==> src/rtl/alu_exec_pkg.sv <==
// alu_exec_pkg: shared types and constants for the execute stage.
//   - aluop_e : ALUOp codes from the main decoder
//   - ctrl_e  : 4-bit ALU control codes
//   - mop_e   : RV32M operation, numerically equal to funct3
//   - state_e : execute FSM state
//   - F7_BASE / F7_ALT / F7_MEXT : recognised funct7 encodings
package alu_exec_pkg;

  typedef enum logic [1:0] {
    ALUOP_ADD   = 2'b00,
    ALUOP_SUB   = 2'b01,
    ALUOP_RTYPE = 2'b10,
    ALUOP_ITYPE = 2'b11
  } aluop_e;

  typedef enum logic [3:0] {
    CTRL_ADD  = 4'b0000,
    CTRL_SUB  = 4'b0001,
    CTRL_AND  = 4'b0010,
    CTRL_SLT  = 4'b0011,
    CTRL_SLL  = 4'b0100,
    CTRL_XOR  = 4'b0101,
    CTRL_SRL  = 4'b0110,
    CTRL_SRA  = 4'b0111,
    CTRL_OR   = 4'b1000,
    CTRL_SLTU = 4'b1001
  } ctrl_e;

  typedef enum logic [2:0] {
    M_MUL    = 3'b000,
    M_MULH   = 3'b001,
    M_MULHSU = 3'b010,
    M_MULHU  = 3'b011,
    M_DIV    = 3'b100,
    M_DIVU   = 3'b101,
    M_REM    = 3'b110,
    M_REMU   = 3'b111
  } mop_e;

  typedef enum logic [1:0] {
    ST_IDLE = 2'b00,
    ST_CALC = 2'b01,
    ST_DONE = 2'b10
  } state_e;

  localparam logic [6:0] F7_BASE = 7'b0000000;
  localparam logic [6:0] F7_ALT  = 7'b0100000;
  localparam logic [6:0] F7_MEXT = 7'b0000001;

endpackage

==> src/rtl/alu_ctrl_dec.sv <==
// alu_ctrl_dec: combinational decode of ALUOp/funct3/funct7.
// Macro: ALU_EXEC_MDU_EN -- when defined, funct7=0000001 on R-type marks an
//   RV32M op (is_mext); when undefined that encoding is illegal.
// Ports:
//   alu_op  in  2  ALUOp from main decoder
//   funct3  in  3  instruction funct3
//   funct7  in  7  instruction funct7
//   ctrl    out 4  ALU control code
//   is_mext out 1  RV32M operation (mop = funct3)
//   illegal out 1  undecodable funct7 for this op
module alu_ctrl_dec
  import alu_exec_pkg::*;
(
  input  logic [1:0] alu_op,
  input  logic [2:0] funct3,
  input  logic [6:0] funct7,
  output ctrl_e      ctrl,
  output logic       is_mext,
  output logic       illegal
);

  logic rtype;
  logic f7_checked;

  always_comb begin
    ctrl       = CTRL_ADD;
    is_mext    = 1'b0;
    illegal    = 1'b0;
    rtype      = (alu_op == ALUOP_RTYPE);
    // I-type only carries a funct7 field on shift-immediates
    f7_checked = rtype || (funct3 == 3'b001) || (funct3 == 3'b101);
    case (aluop_e'(alu_op))
      ALUOP_ADD: ctrl = CTRL_ADD;
      ALUOP_SUB: ctrl = CTRL_SUB;
      default: begin
        case (funct3)
          3'b000:  ctrl = (rtype && funct7 == F7_ALT) ? CTRL_SUB : CTRL_ADD;
          3'b001:  ctrl = CTRL_SLL;
          3'b010:  ctrl = CTRL_SLT;
          3'b011:  ctrl = CTRL_SLTU;
          3'b100:  ctrl = CTRL_XOR;
          3'b101:  ctrl = (funct7 == F7_ALT) ? CTRL_SRA : CTRL_SRL;
          3'b110:  ctrl = CTRL_OR;
          default: ctrl = CTRL_AND;
        endcase
        if (f7_checked) begin
          if (rtype && funct7 == F7_MEXT) begin
`ifdef ALU_EXEC_MDU_EN
            is_mext = 1'b1;
`else
            illegal = 1'b1;
`endif
          end else if (funct7 != F7_BASE && funct7 != F7_ALT) begin
            illegal = 1'b1;
          end
        end
      end
    endcase
  end

endmodule

==> src/rtl/alu_exec_unit.sv <==
// alu_exec_unit: registered execute stage. RV32I ALU ops complete in one
// cycle; RV32M ops (optional) iterate MDU_STEP bits per cycle.
// Macro: ALU_EXEC_MDU_EN -- enables the mul/div iterator and the CALC state.
// Ports:
//   clk, rst_n           clock (rising) / async active-low reset
//   in_valid, in_ready   operation handshake
//   alu_op, funct3, funct7, op_a, op_b   operation and operands
//   out_valid, out_ready result handshake
//   result               registered result
//   illegal              undecodable op (qualified by out_valid)
//   busy                 FSM not idle
module alu_exec_unit
  import alu_exec_pkg::*;
#(
  parameter int XLEN     = 32,
  parameter int MDU_STEP = 1
) (
  input  logic            clk,
  input  logic            rst_n,
  input  logic            in_valid,
  output logic            in_ready,
  input  logic [1:0]      alu_op,
  input  logic [2:0]      funct3,
  input  logic [6:0]      funct7,
  input  logic [XLEN-1:0] op_a,
  input  logic [XLEN-1:0] op_b,
  output logic            out_valid,
  input  logic            out_ready,
  output logic [XLEN-1:0] result,
  output logic            illegal,
  output logic            busy
);

  localparam int SHW = $clog2(XLEN);

  ctrl_e           dec_ctrl;
  logic            dec_mext;
  logic            dec_illegal;
  state_e          state_q, state_d;
  logic            accept;
  logic            go_calc;
  logic            mdu_last;
  logic            mdu_fin;
  logic [XLEN-1:0] imm_result;
  logic [XLEN-1:0] mdu_result;

  alu_ctrl_dec u_dec (
    .alu_op  (alu_op),
    .funct3  (funct3),
    .funct7  (funct7),
    .ctrl    (dec_ctrl),
    .is_mext (dec_mext),
    .illegal (dec_illegal)
  );

  function automatic logic [XLEN-1:0] alu_calc(input ctrl_e c,
                                               input logic [XLEN-1:0] a,
                                               input logic [XLEN-1:0] b);
    logic [SHW-1:0]         sh;
    logic signed [XLEN-1:0] sa;
    logic signed [XLEN-1:0] sb;
    sh = b[SHW-1:0];
    sa = a;
    sb = b;
    case (c)
      CTRL_ADD:  return a + b;
      CTRL_SUB:  return a - b;
      CTRL_AND:  return a & b;
      CTRL_OR:   return a | b;
      CTRL_XOR:  return a ^ b;
      CTRL_SLT:  return {{(XLEN-1){1'b0}}, (sa < sb)};
      CTRL_SLTU: return {{(XLEN-1){1'b0}}, (a < b)};
      CTRL_SLL:  return a << sh;
      CTRL_SRL:  return a >> sh;
      CTRL_SRA:  return sa >>> sh;
      default:   return '0;
    endcase
  endfunction

  assign in_ready  = (state_q == ST_IDLE) || ((state_q == ST_DONE) && out_ready);
  assign accept    = in_valid && in_ready;
  assign out_valid = (state_q == ST_DONE);
  assign busy      = (state_q != ST_IDLE);
  assign mdu_fin   = (state_q == ST_CALC) && mdu_last;

  always_comb begin
    state_d = state_q;
    case (state_q)
      ST_IDLE: if (accept) state_d = go_calc ? ST_CALC : ST_DONE;
      ST_CALC: if (mdu_last) state_d = ST_DONE;
      ST_DONE: begin
        if (out_ready) state_d = accept ? (go_calc ? ST_CALC : ST_DONE) : ST_IDLE;
      end
      default: state_d = ST_IDLE;
    endcase
  end

  always_ff @(posedge clk or negedge rst_n) begin
    if (!rst_n) state_q <= ST_IDLE;
    else        state_q <= state_d;
  end

`ifdef ALU_EXEC_MDU_EN
  localparam int NITER = XLEN / MDU_STEP;
  localparam int CW    = $clog2(NITER) + 1;

  // One shift-add step: low half holds the unconsumed multiplier bits.
  function automatic logic [2*XLEN-1:0] mul_step(input logic [2*XLEN-1:0] acc,
                                                 input logic [XLEN-1:0] m);
    logic [XLEN:0] sum;
    sum = {1'b0, acc[2*XLEN-1:XLEN]} + {1'b0, (acc[0] ? m : {XLEN{1'b0}})};
    return {sum, acc[XLEN-1:1]};
  endfunction

  // One restoring step: {remainder, dividend/quotient} shifts left together.
  function automatic logic [2*XLEN-1:0] div_step(input logic [2*XLEN-1:0] acc,
                                                 input logic [XLEN-1:0] d);
    logic [XLEN:0]   hi;
    logic [XLEN:0]   diff;
    logic [XLEN-1:0] lo;
    hi   = acc[2*XLEN-1:XLEN-1];
    lo   = {acc[XLEN-2:0], 1'b0};
    diff = hi - {1'b0, d};
    if (!diff[XLEN]) begin
      hi    = diff;
      lo[0] = 1'b1;
    end
    return {hi[XLEN-1:0], lo};
  endfunction

  mop_e              dec_mop, mop_p1;
  logic              is_div, a_sgn, b_sgn, div_zero, div_ovf;
  logic [XLEN-1:0]   a_mag, b_mag, spec_result;
  logic [2*XLEN-1:0] acc_p1, acc_nx, prod;
  logic [XLEN-1:0]   opnd_p1, quo, rem;
  logic              negq_p1, negr_p1, div_p1;
  logic [CW-1:0]     cnt_p1;

  // p0: operand conditioning on the accept cycle
  always_comb begin
    dec_mop  = mop_e'(funct3);
    is_div   = funct3[2];
    a_sgn    = op_a[XLEN-1] && (dec_mop inside {M_MULH, M_MULHSU, M_DIV, M_REM});
    b_sgn    = op_b[XLEN-1] && (dec_mop inside {M_MULH, M_DIV, M_REM});
    a_mag    = a_sgn ? -op_a : op_a;
    b_mag    = b_sgn ? -op_b : op_b;
    div_zero = (op_b == '0);
    div_ovf  = (dec_mop inside {M_DIV, M_REM}) &&
               (op_a == {1'b1, {(XLEN-1){1'b0}}}) && (op_b == '1);
    // funct3[1] separates REM/REMU from DIV/DIVU
    spec_result = '0;
    if (div_zero)     spec_result = funct3[1] ? op_a : '1;
    else if (div_ovf) spec_result = funct3[1] ? '0 : op_a;
    go_calc = dec_mext && !(is_div && (div_zero || div_ovf));
    if (dec_illegal)   imm_result = '0;
    else if (dec_mext) imm_result = spec_result;
    else               imm_result = alu_calc(dec_ctrl, op_a, op_b);
  end

  always_ff @(posedge clk) begin
    if (accept && go_calc) begin
      acc_p1  <= {{XLEN{1'b0}}, (is_div ? a_mag : b_mag)};
      opnd_p1 <= is_div ? b_mag : a_mag;
      mop_p1  <= dec_mop;
      div_p1  <= is_div;
      negq_p1 <= a_sgn ^ b_sgn;
      negr_p1 <= a_sgn;
    end else if (state_q == ST_CALC) begin
      acc_p1 <= acc_nx;
    end
  end

  always_ff @(posedge clk or negedge rst_n) begin
    if (!rst_n)                                 cnt_p1 <= '0;
    else if (accept && go_calc)                 cnt_p1 <= CW'(NITER - 1);
    else if (state_q == ST_CALC && !mdu_last)   cnt_p1 <= cnt_p1 - 1'b1;
  end

  assign mdu_last = (cnt_p1 == '0);

  // p1: iteration and sign fix-up of the finished magnitude
  always_comb begin
    acc_nx = acc_p1;
    for (int i = 0; i < MDU_STEP; i++)
      acc_nx = div_p1 ? div_step(acc_nx, opnd_p1) : mul_step(acc_nx, opnd_p1);
    prod = negq_p1 ? -acc_nx : acc_nx;
    quo  = acc_nx[XLEN-1:0];
    rem  = acc_nx[2*XLEN-1:XLEN];
    case (mop_p1)
      M_MUL:                     mdu_result = prod[XLEN-1:0];
      M_MULH, M_MULHSU, M_MULHU: mdu_result = prod[2*XLEN-1:XLEN];
      M_DIV, M_DIVU:             mdu_result = negq_p1 ? -quo : quo;
      default:                   mdu_result = negr_p1 ? -rem : rem;
    endcase
  end
`else
  assign go_calc    = 1'b0;
  assign mdu_last   = 1'b1;
  assign mdu_result = '0;
  always_comb begin
    imm_result = (dec_illegal || dec_mext) ? '0 : alu_calc(dec_ctrl, op_a, op_b);
  end
`endif

  // p1: output register
  always_ff @(posedge clk or negedge rst_n) begin
    if (!rst_n) begin
      result  <= '0;
      illegal <= 1'b0;
    end else if (accept && !go_calc) begin
      result  <= imm_result;
      illegal <= dec_illegal;
    end else if (mdu_fin) begin
      result  <= mdu_result;
      illegal <= 1'b0;
    end
  end

endmodule

==> config.mk <==
export PLATFORM = sky130hd
export DESIGN_NAME = alu_exec_unit
export DESIGN_NICKNAME = d
export VERILOG_FILES = /design/src/rtl/alu_exec_pkg.sv /design/src/rtl/alu_ctrl_dec.sv /design/src/rtl/alu_exec_unit.sv
export SDC_FILE = /design/constraint.sdc
export NUM_CORES = 1
export LEC_CHECK = 0
export BUFFER_PORTS_ARGS = -buffer_cell sky130_fd_sc_hd__buf_4
export CORE_UTILIZATION = 34
export DETAILED_ROUTE_END_ITERATION = 8
export SYNTH_ARGS = -nofsm -noshare
export SYNTH_HDL_FRONTEND = slang
export SYNTH_SLANG_ARGS = --single-unit
==> constraint.sdc <==
create_clock -name clk -period 2.4 [get_ports clk]
set_input_delay 0.24 -clock clk [delete_from_list [all_inputs] [get_ports clk]]
set_output_delay 0.24 -clock clk [all_outputs]
set_load 0.03 [all_outputs]
==> results list, run 1 <==
* Final setup margin: -0.4583 ns
- Core Rows: 63
- The congestion estimate from routability-driven global placement came to 1.066.
- Detailed placement finished with a half-perimeter wire length of roughly 46,000 um.
* Final nets: roughly 2.2k
* Area inside the core boundary: roughly 0.030 mm^2
- Global routing used between 30% and 40% of the available tracks across all layers.
- For the worst setup path, the data required time is 2.58 ns.
- TritonCTS built the clock tree.
- Flip-flop cell with the highest count after synthesis: dfrtp_1
- In this run the tightest slew margin relative to its limit is 50.75%.
- Least-Margin Pin Slew: 0.7324 ns
* Tmin final: 2.858 ns
- After synthesis the cells add up to roughly 0.010 mm^2.
- Clock latency reported for the late side of the worst-skew pair: approximately 0.3 ns
* Part of the cycle the worst path needs: 119.1%
- Sequential cells were found to cover between 8 and 9% of the synthesized design area.
- Synthesis warning total: 0
* Worst-case vdd ir drop: roughly 0.28 mV
- Derived from the worst setup path, the maximum achievable clock frequency is about 350 MHz.
- The netlist uses 91 different library cells.
- Detailed router's first-iteration violation count: ~1.4k
- Detailed-router iteration count before antenna repair: 7
- H-tree level count: 2
* Syn_area_per_cell: between 7 and 8 um^2
- Clk_skew: 0.002141 ns
* Antenna Cells: 0
* Total leakage power: ~0.0077 uW
- Along the worst path, the maximum fanout reaches 4.
- Number of clock sinks seen by CTS: 34
* DRC violation count after routing: 0
- Port-buffer cells: 115
- For this block, the routed nets add up to roughly 60,000 um of wire.
- Met2 routed WL: approximately 27,000 um
- Clock tree synthesis selected as its root buffer the cell clkbuf_16.
- No sink is reached through more buffers than the 2 on the longest clock path.
* Register-to-Register Setup Slack: between 0.15 and 0.2 ns
* Min-Delay Path Class: in2reg
- Of the cells placed in the final design, the portion with a size suffix greater than 1 is 47.79%.
* Antenna violations before repair: 1
- Outcome: complete, but fails checks
- Pin placement for this block handled 116 I/O pins.
* RSZ-0062 raised after global routing: true
* Number of max-cap violations: 0
* First-pass GRT wire length: about 86,000 um
- At the end of the flow the core is filled with cells to between 50% and 60%.
* Number of synthesized flops with an enable pin: 0
- After detailed routing, the number of vias per cell comes to ~6.
- The number of max-slew violations in the final report is 0.
* Arrival time reported for the critical path endpoint: roughly 3.0 ns
- Power density normalized to cell area: 354.4 mW/mm^2
- Critical path startpoint category: input port
* Maximum number of pins on one net before global-route repair: 73
- Final Setup Violations: 24
- Top Layer Used: met4
* Endpoint class of the critical path: register
- In this run, synthesis produced a sequential element count of 34.
- The via count of the first global-routing pass came to around 14k.
- The floorplan step defined a die boundary enclosing 0.03118 mm^2.
- The die is about 180 um tall.
- Hold Slack: approximately 0.16 ns
- Net count of the mapped netlist: 1,648
* Total CTS buffers: 5
* Async S/R FF share, synth: 100.0%
- The die is 176.6 um wide.
- Total number of vias: approximately 14k
* Post-detailed-route wirelength per cell: between 20 and 25 um
- Compared with the post-synthesis result, the final layout area differs by 67.52%.
* Clock-pin slew of the registers on the worst-case setup and hold paths: approximately 0.07 ns
- The worst setup path is of the in2reg kind.
* Count of nets left with antenna violations after detail routing: 0
* Routed metal-1 wirelength: approximately 24,000 um
- The total overflow left after global routing is 0.
* Starting density of the core: between 30% and 40%
- The final hold violation count is 0.
- Post-Synthesis Cells: 1,466
* Failing checks: negative setup slack
* Fillcell total: roughly 2.8k
- Detailed routing placed a total of 4615 um of wire on met3.
==> logic make-up after synthesis <==
| kind of cell | after synthesis | synth area share [%] |
|---|---|---|
| buffers and inverters | 218 | 8.511 |
| xor gates and xnor gates | 18 | 1.521 |
| DFF | 34 | 8.210 |
| and+or+nand+nor | 438 | 18.74 |
| AOI/OAI and AO/OA | 550 | 35.60 |
| adders and majority gates | 102 | 12.46 |
| muxes | 106 | 14.96 |
==> Yosys cell counts, types with 10 or more instances <==
cell type	instances	area [um^2]
mux2i_1	57	570.6
a221o_1	13	130.1
o21bai_1	15	112.6
o21ai_0	121	605.6
nor2_1	153	574.3
a21o_1	17	127.6
dfrtp_1	34	850.8
o221ai_1	15	131.4
clkbuf_1	83	311.6
xnor2_1	16	140.1
a21oi_1	149	745.7
nor3_1	32	160.2
ha_1	100	1251
o211ai_1	20	150.1
a22oi_1	14	105.1
nor2b_1	11	68.82
inv_1	95	356.6
mux2_2	11	123.9
nand2_1	149	559.3
buf_4	10	75.07
nand4_1	12	75.07
a221oi_1	10	87.58
mux4_2	38	855.8
a31oi_1	20	125.1
nand2b_1	11	68.82
o31ai_1	20	150.1
buf_1	16	60.06
nand3_1	26	130.1
nor4_1	10	62.56
o22ai_1	13	81.33
a211oi_1	25	187.7
==> area by class of cell <==
cell class	count	area (um^2)	share of cell area, %
multi-input cells	1214	10070	58.00
repair buffers	657	5374	30.95
flip-flops and latches	34	850.8	4.901
well taps	390	488.0	2.811
inverters	98	414.1	2.385
clock buffers	5	125.1	0.7207
clock inverters	3	40.04	0.2306
==> critical path: stages <==
cell      delay [ns]
buf_8           0.11
ha_4            0.16
fa_2            0.39
a211oi_4        0.25
nor4_1          0.10
nor2_1          0.11
buf_4           0.13
a31oi_2         0.13
or4_4           0.53
nand4_1         0.11
nand4b_1        0.15
a221o_1         0.34
a221o_1         0.29
==> flip-flops by register name, summed over array words and instances (netlist names) <==
signal   flops
illegal      1
state_q      1
result      32
==> through the flow <==
| step | power, uW | instance area [um^2] | setup slack, ns | setup TNS [ns] | instances |
|---|---|---|---|---|---|
| final | 6153 | 17360 | -0.4583 | -4.580 | 2401 |
| after global routing | 6424 | 17360 | -0.5277 | -6.411 | 2401 |
| after CTS | 5803 | 16510 | -0.4471 | -3.670 | 2373 |
| after detailed placement | 4633 | 15110 | -0.9444 | -20.70 | 2331 |
| after global placement | 4612 | 15110 | -0.8857 | -20.09 | 2331 |
| after floorplan | 2737 | 10730 | -0.6440 | -8.295 | 1466 |
==> cell usage in the layout, fill, tap and decap left out, types with 17 or more instances in the layout <==
master,netlist,layout
buf_6,2,33
ha_1,100,74
nor3_1,32,21
inv_1,95,71
nor2_1,153,142
nand2_1,149,143
ha_4,0,23
mux2i_1,57,36
nand3_1,26,24
a21oi_1,149,118
buf_4,10,597
mux4_2,38,38
o211ai_1,20,20
a21o_1,17,17
a21oi_2,1,23
o21ai_2,0,17
o21ai_0,121,81
o21ai_1,7,28
dfrtp_1,34,34
==> worst paths after layout <==
kind	startpoint	endpoint	cells past startpoint
min in group asynchronous	rst_n	illegal	2
setup reg to reg	state_q[1]	result[31]	7
setup / recovery	op_b[0]	result[24]	13
hold reg to reg	result[12]	result[12]	2
hold / removal	in_valid	state_q[1]	2
max in group asynchronous	rst_n	result[8]	2
==> power breakdown <==
part           switching [uW]  internal, uW  leakage, uW
registers                81.1           674     0.000432
logic                    2490          2100      0.00723
clock network             323           488    0.0000836
total                    2890          3260      0.00774
==> layer usage <==
metal | up-vias | global-route usage [%]
li1 | 6567 | -
met1 | 6932 | 48.27
met2 | 808 | 59.43
met3 | 163 | 3.984
met4 | 0 | 20.08
met5 | - | 0
==> repair_timing <==
item | CTS | global route
endpoints found under the setup margin | 32 | 32
hold buffers | 1 | 0
gates resized for setup | 217 | 147
gates cloned | 3 | 1
hold endpoints to repair | 34 | 0
pin swaps | 91 | 63
buffers inserted | 33 | 33
(Power assumes the default switching activity.)
==> inputs of run 2 (changes only) <==
- SKIP_LAST_GASP: not set -> 1
==> run 2 against run 1 <==
  * The flow still finishes with violations (negative setup slack)
  * Critical path depth did not move
  * Global-route usage fell by 0.057 points
  * Non-clock buffer count grew 8
  * Register-to-register slack barely moved
  * First-iteration DRC count increased by 11%
  * Worst hold slack better by 0.0024 ns
  * Cell count up 0.33%
==> results list, run 2 (same netlist as run 1, synthesis figures left out) <==
- Outcome: complete, but fails checks
* Failing checks: negative setup slack
* Total leakage power: 0.007757 uW (+0.16%)
* Area of the die: 0.03118 mm^2 (unchanged)
- Clock tree from TritonCTS: built
* Share of total power consumed by net switching: 46.89% (-0.11 points)
- Ranked by flip-flop count, first place goes to result.
- The final wirelength came to 59,240 um (+0.20%).
* Fillcell total: 2,749 (-0.72%)
- Area inside the core boundary: 0.02980 mm^2 (unchanged)
- The CTS sink count is 34 (unchanged).
- The number of input and output port buffers inserted is 115 (unchanged).
- Placement-stage worst setup slack: -0.9444 ns (unchanged)
- The share of total power in combinational logic is 74.7% (+0.2 points).
- The critical path is of the in2reg type.
- Core Rows: 63 (unchanged)
* End point of the critical path: result[24]
* Worst Setup SP: op_b[0]
- Top fanout value on the critical path: 4 (unchanged)
* Achievable clock frequency: 351.1 MHz (+0.35%)
* First-pass GRT wire length: 86,240 um (-0.13%)
* Fraction of power consumed by sequential logic: 12.2% (about the same)
- P_sw: 2896 uW (+0.15%)
- The maximum number of pins on one net before global-route repair came to 73 (unchanged).
- The number of vias per cell is 6.027 (about the same).
- The worst vdd rail ir drop was 0.2872 mV (+0.84%).
- The ratio of final minimum period to clock period came to 118.7% (-0.41 points).
- Global-route usage over all layers: 36.89% (-0.057 points)
- Layout cell share with drive strength beyond 1: 47.89% (+0.11 points)
* Least-Margin Pin Slew: 0.7616 ns (+0.02914 ns)
* RSZ-0062 raised after global routing: true
- The worst hold-check slack came to 0.1588 ns (+0.002412 ns).
- The cell area power density was 354.8 mW/mm^2 (+0.13%).
- Final setup margin: -0.4484 ns (+0.009885 ns)
- The number of antenna cells inserted was 0 (unchanged).
* Number of ports placed on the die boundary: 116 (unchanged)
- Slew HR: 49.23% (-1.5 points)
- Storage element area: 850.8 um^2 (unchanged)
- Register-to-Register Setup Slack: 0.18 ns (about the same)
- The final clock skew is 0.002425 ns (+0.0002840 ns).
- Total number of vias: 14.52k (+0.35%)
* Final HPWL DP: 46,140 um (unchanged)
- Count of final hold-check violations: 0 (unchanged)
- The initial antenna violation count was 1 (unchanged).
- Starting density of the core: 34.78% (unchanged)
- STA classifies the critical path startpoint as an input port.
- Non-filler instance count after layout: 2,409 (+0.33%)
* Worst reg2reg path depth: 8 (+1)
- Die extent in y: 176.6 um (unchanged)
- Overall overflow remaining after global route: 0 (unchanged)
- The count of H-tree levels built during CTS came to 2 (unchanged).
- Signed area change from the synthesized netlist to the final layout: 67.95%
* Total CTS buffers: 5 (unchanged)
- Number of max-cap violations: 0 (unchanged)
- The clock network fraction of total power was 13.1% (about the same).
- Setup TNS: -6.001 ns (-1.421 ns)
* Commonest cells after routing, fill and taps aside: buf_4 (602), nand2_1 (145), nor2_1 (145), a21oi_1 (112), o21ai_0 (84)
- Post-detailed-route wirelength per cell: 24.59 um (-0.13%)
* Most common cell after layout, fill and taps aside: buf_4
- The startpoint identified for the worst register-to-register timing path is state_q[1].
* Arrival time reported for the critical path endpoint: 3.03 ns (about the same)
* Clock root cell: clkbuf_16
* Area taken by multi-input logic gates: 0.01007 mm^2 (about the same)
* Internal power: 3280 uW (+0.58%)
* Clock-pin slew of the registers on the worst-case setup and hold paths: 0.06 ns (about the same)
* GP Congestion: 1.066 (unchanged)
* DRC violation count after routing: 0 (unchanged)
- Endpoint required time on the critical path: 2.58 ns (about the same)
* Detailed-router iteration count before antenna repair: 7 (unchanged)
* Max FFs per register: 32 (unchanged)
- The final critical delay including setup and external delays was 2.848 ns (-0.009885 ns).
* Dpl cells: 2,331 (unchanged)
- The setup violation total in the final timing report came to 28 (+17%).
- Final nets: 2,200 (+0.36%)
* Number of global-route vias before repair: 13.76k (+0.16%)
- Die X-Extent: 176.6 um (unchanged)
- The worst hold path belongs to the class in2reg.
- The worst register-to-register path ends at result[31].
* Final Max Tran Viols: 0 (unchanged)
- The number of design-rule violations left by the first detailed-router iteration came to 1,546 (+11%).
- The clock latency at the later pin of the worst-skew pair is 0.30 ns (about the same).
- The worst setup path is captured at a register.
* Buffer levels on the longest clock path: 2 (unchanged)
- The final antenna-violating net count came to 0 (unchanged).
- In the final layout, the registers with the most flip-flops are result (32), illegal (1), state_q (1).
run 2: changes by cell type in the layout (fill, tap and decap cells not counted), moves of 3 or more:
cell | before | now
buf_8 | 9 | 12
nor2_2 | 6 | 3
nor2_1 | 142 | 145
a21oi_2 | 23 | 29
a211oi_2 | 9 | 6
o21ai_2 | 17 | 13
a21oi_1 | 118 | 112
buf_4 | 597 | 602
o21ai_0 | 81 | 84
run 2: what timing repair did:
item	in CTS	in global routing
endpoints found under the hold margin	34	0
setup buffers	33	43
hold buffers	1	0
resized for setup	203	157
pin swaps	84	84
setup endpoints to repair	32	32
cloned	3	0
run 2: stage by stage:
step	util, %	total power [uW]	area (um^2)
6_report	58.42	6176	17410
5_1_grt	58.42	6446	17410
4_1_cts	55.25	5783	16460
3_5_place_dp	50.71	4633	15110
3_3_place_gp	50.71	4612	15110
2_1_floorplan	-	2737	10730
run 2: power by group through the flow:
stage / clock [uW] / combinational [uW] / sequential, uW
2_1_floorplan: 0 / 1790 / 943
3_3_place_gp: 0 / 3850 / 758
3_5_place_dp: 0 / 3870 / 762
4_1_cts: 807 / 4220 / 752
5_1_grt: 831 / 4850 / 763
6_report: 806 / 4610 / 755
run 2: cell type report:
| class | instances | share of cell area, % |
|---|---|---|
| Sequential cell | 34 | 4.888 |
| Clock buffer | 5 | 0.7189 |
| Timing Repair Buffer | 665 | 31.13 |
| Tap cell | 390 | 2.804 |
| Inverter | 98 | 2.394 |
| Clock inverter | 3 | 0.2300 |
| Multi-Input combinational cell | 1214 | 57.83 |
run 2: worst min path at each step:
stage	startpoint	end	cells after the start
final	in_valid	state_q[1]	2
after global routing	in_valid	state_q[1]	2
after CTS	in_valid	state_q[1]	2
after detailed placement	rst_n	result[25]	1
after global placement	rst_n	result[25]	1
after floorplan	rst_n	illegal	0
run 2: worst max-delay path, cell delays in order:
cell      delay (ns)
buf_8           0.11
ha_4            0.16
fa_2            0.37
a211oi_4        0.25
nor4_1          0.09
nor2_1          0.11
buf_4           0.14
a31oi_2         0.13
or4_4           0.53
nand4_1         0.11
nand4b_1        0.16
a221o_1         0.35
a221o_1         0.29
run 2: layer usage:
layer  vias up  GRT usage (%)  share of wire [%]
met5         -              0                  0
met4         0          19.97                5.9
met3       150          4.307                7.3
met2       786          59.43                 46
met1      6999          47.95                 41
li1       6585              -                  -
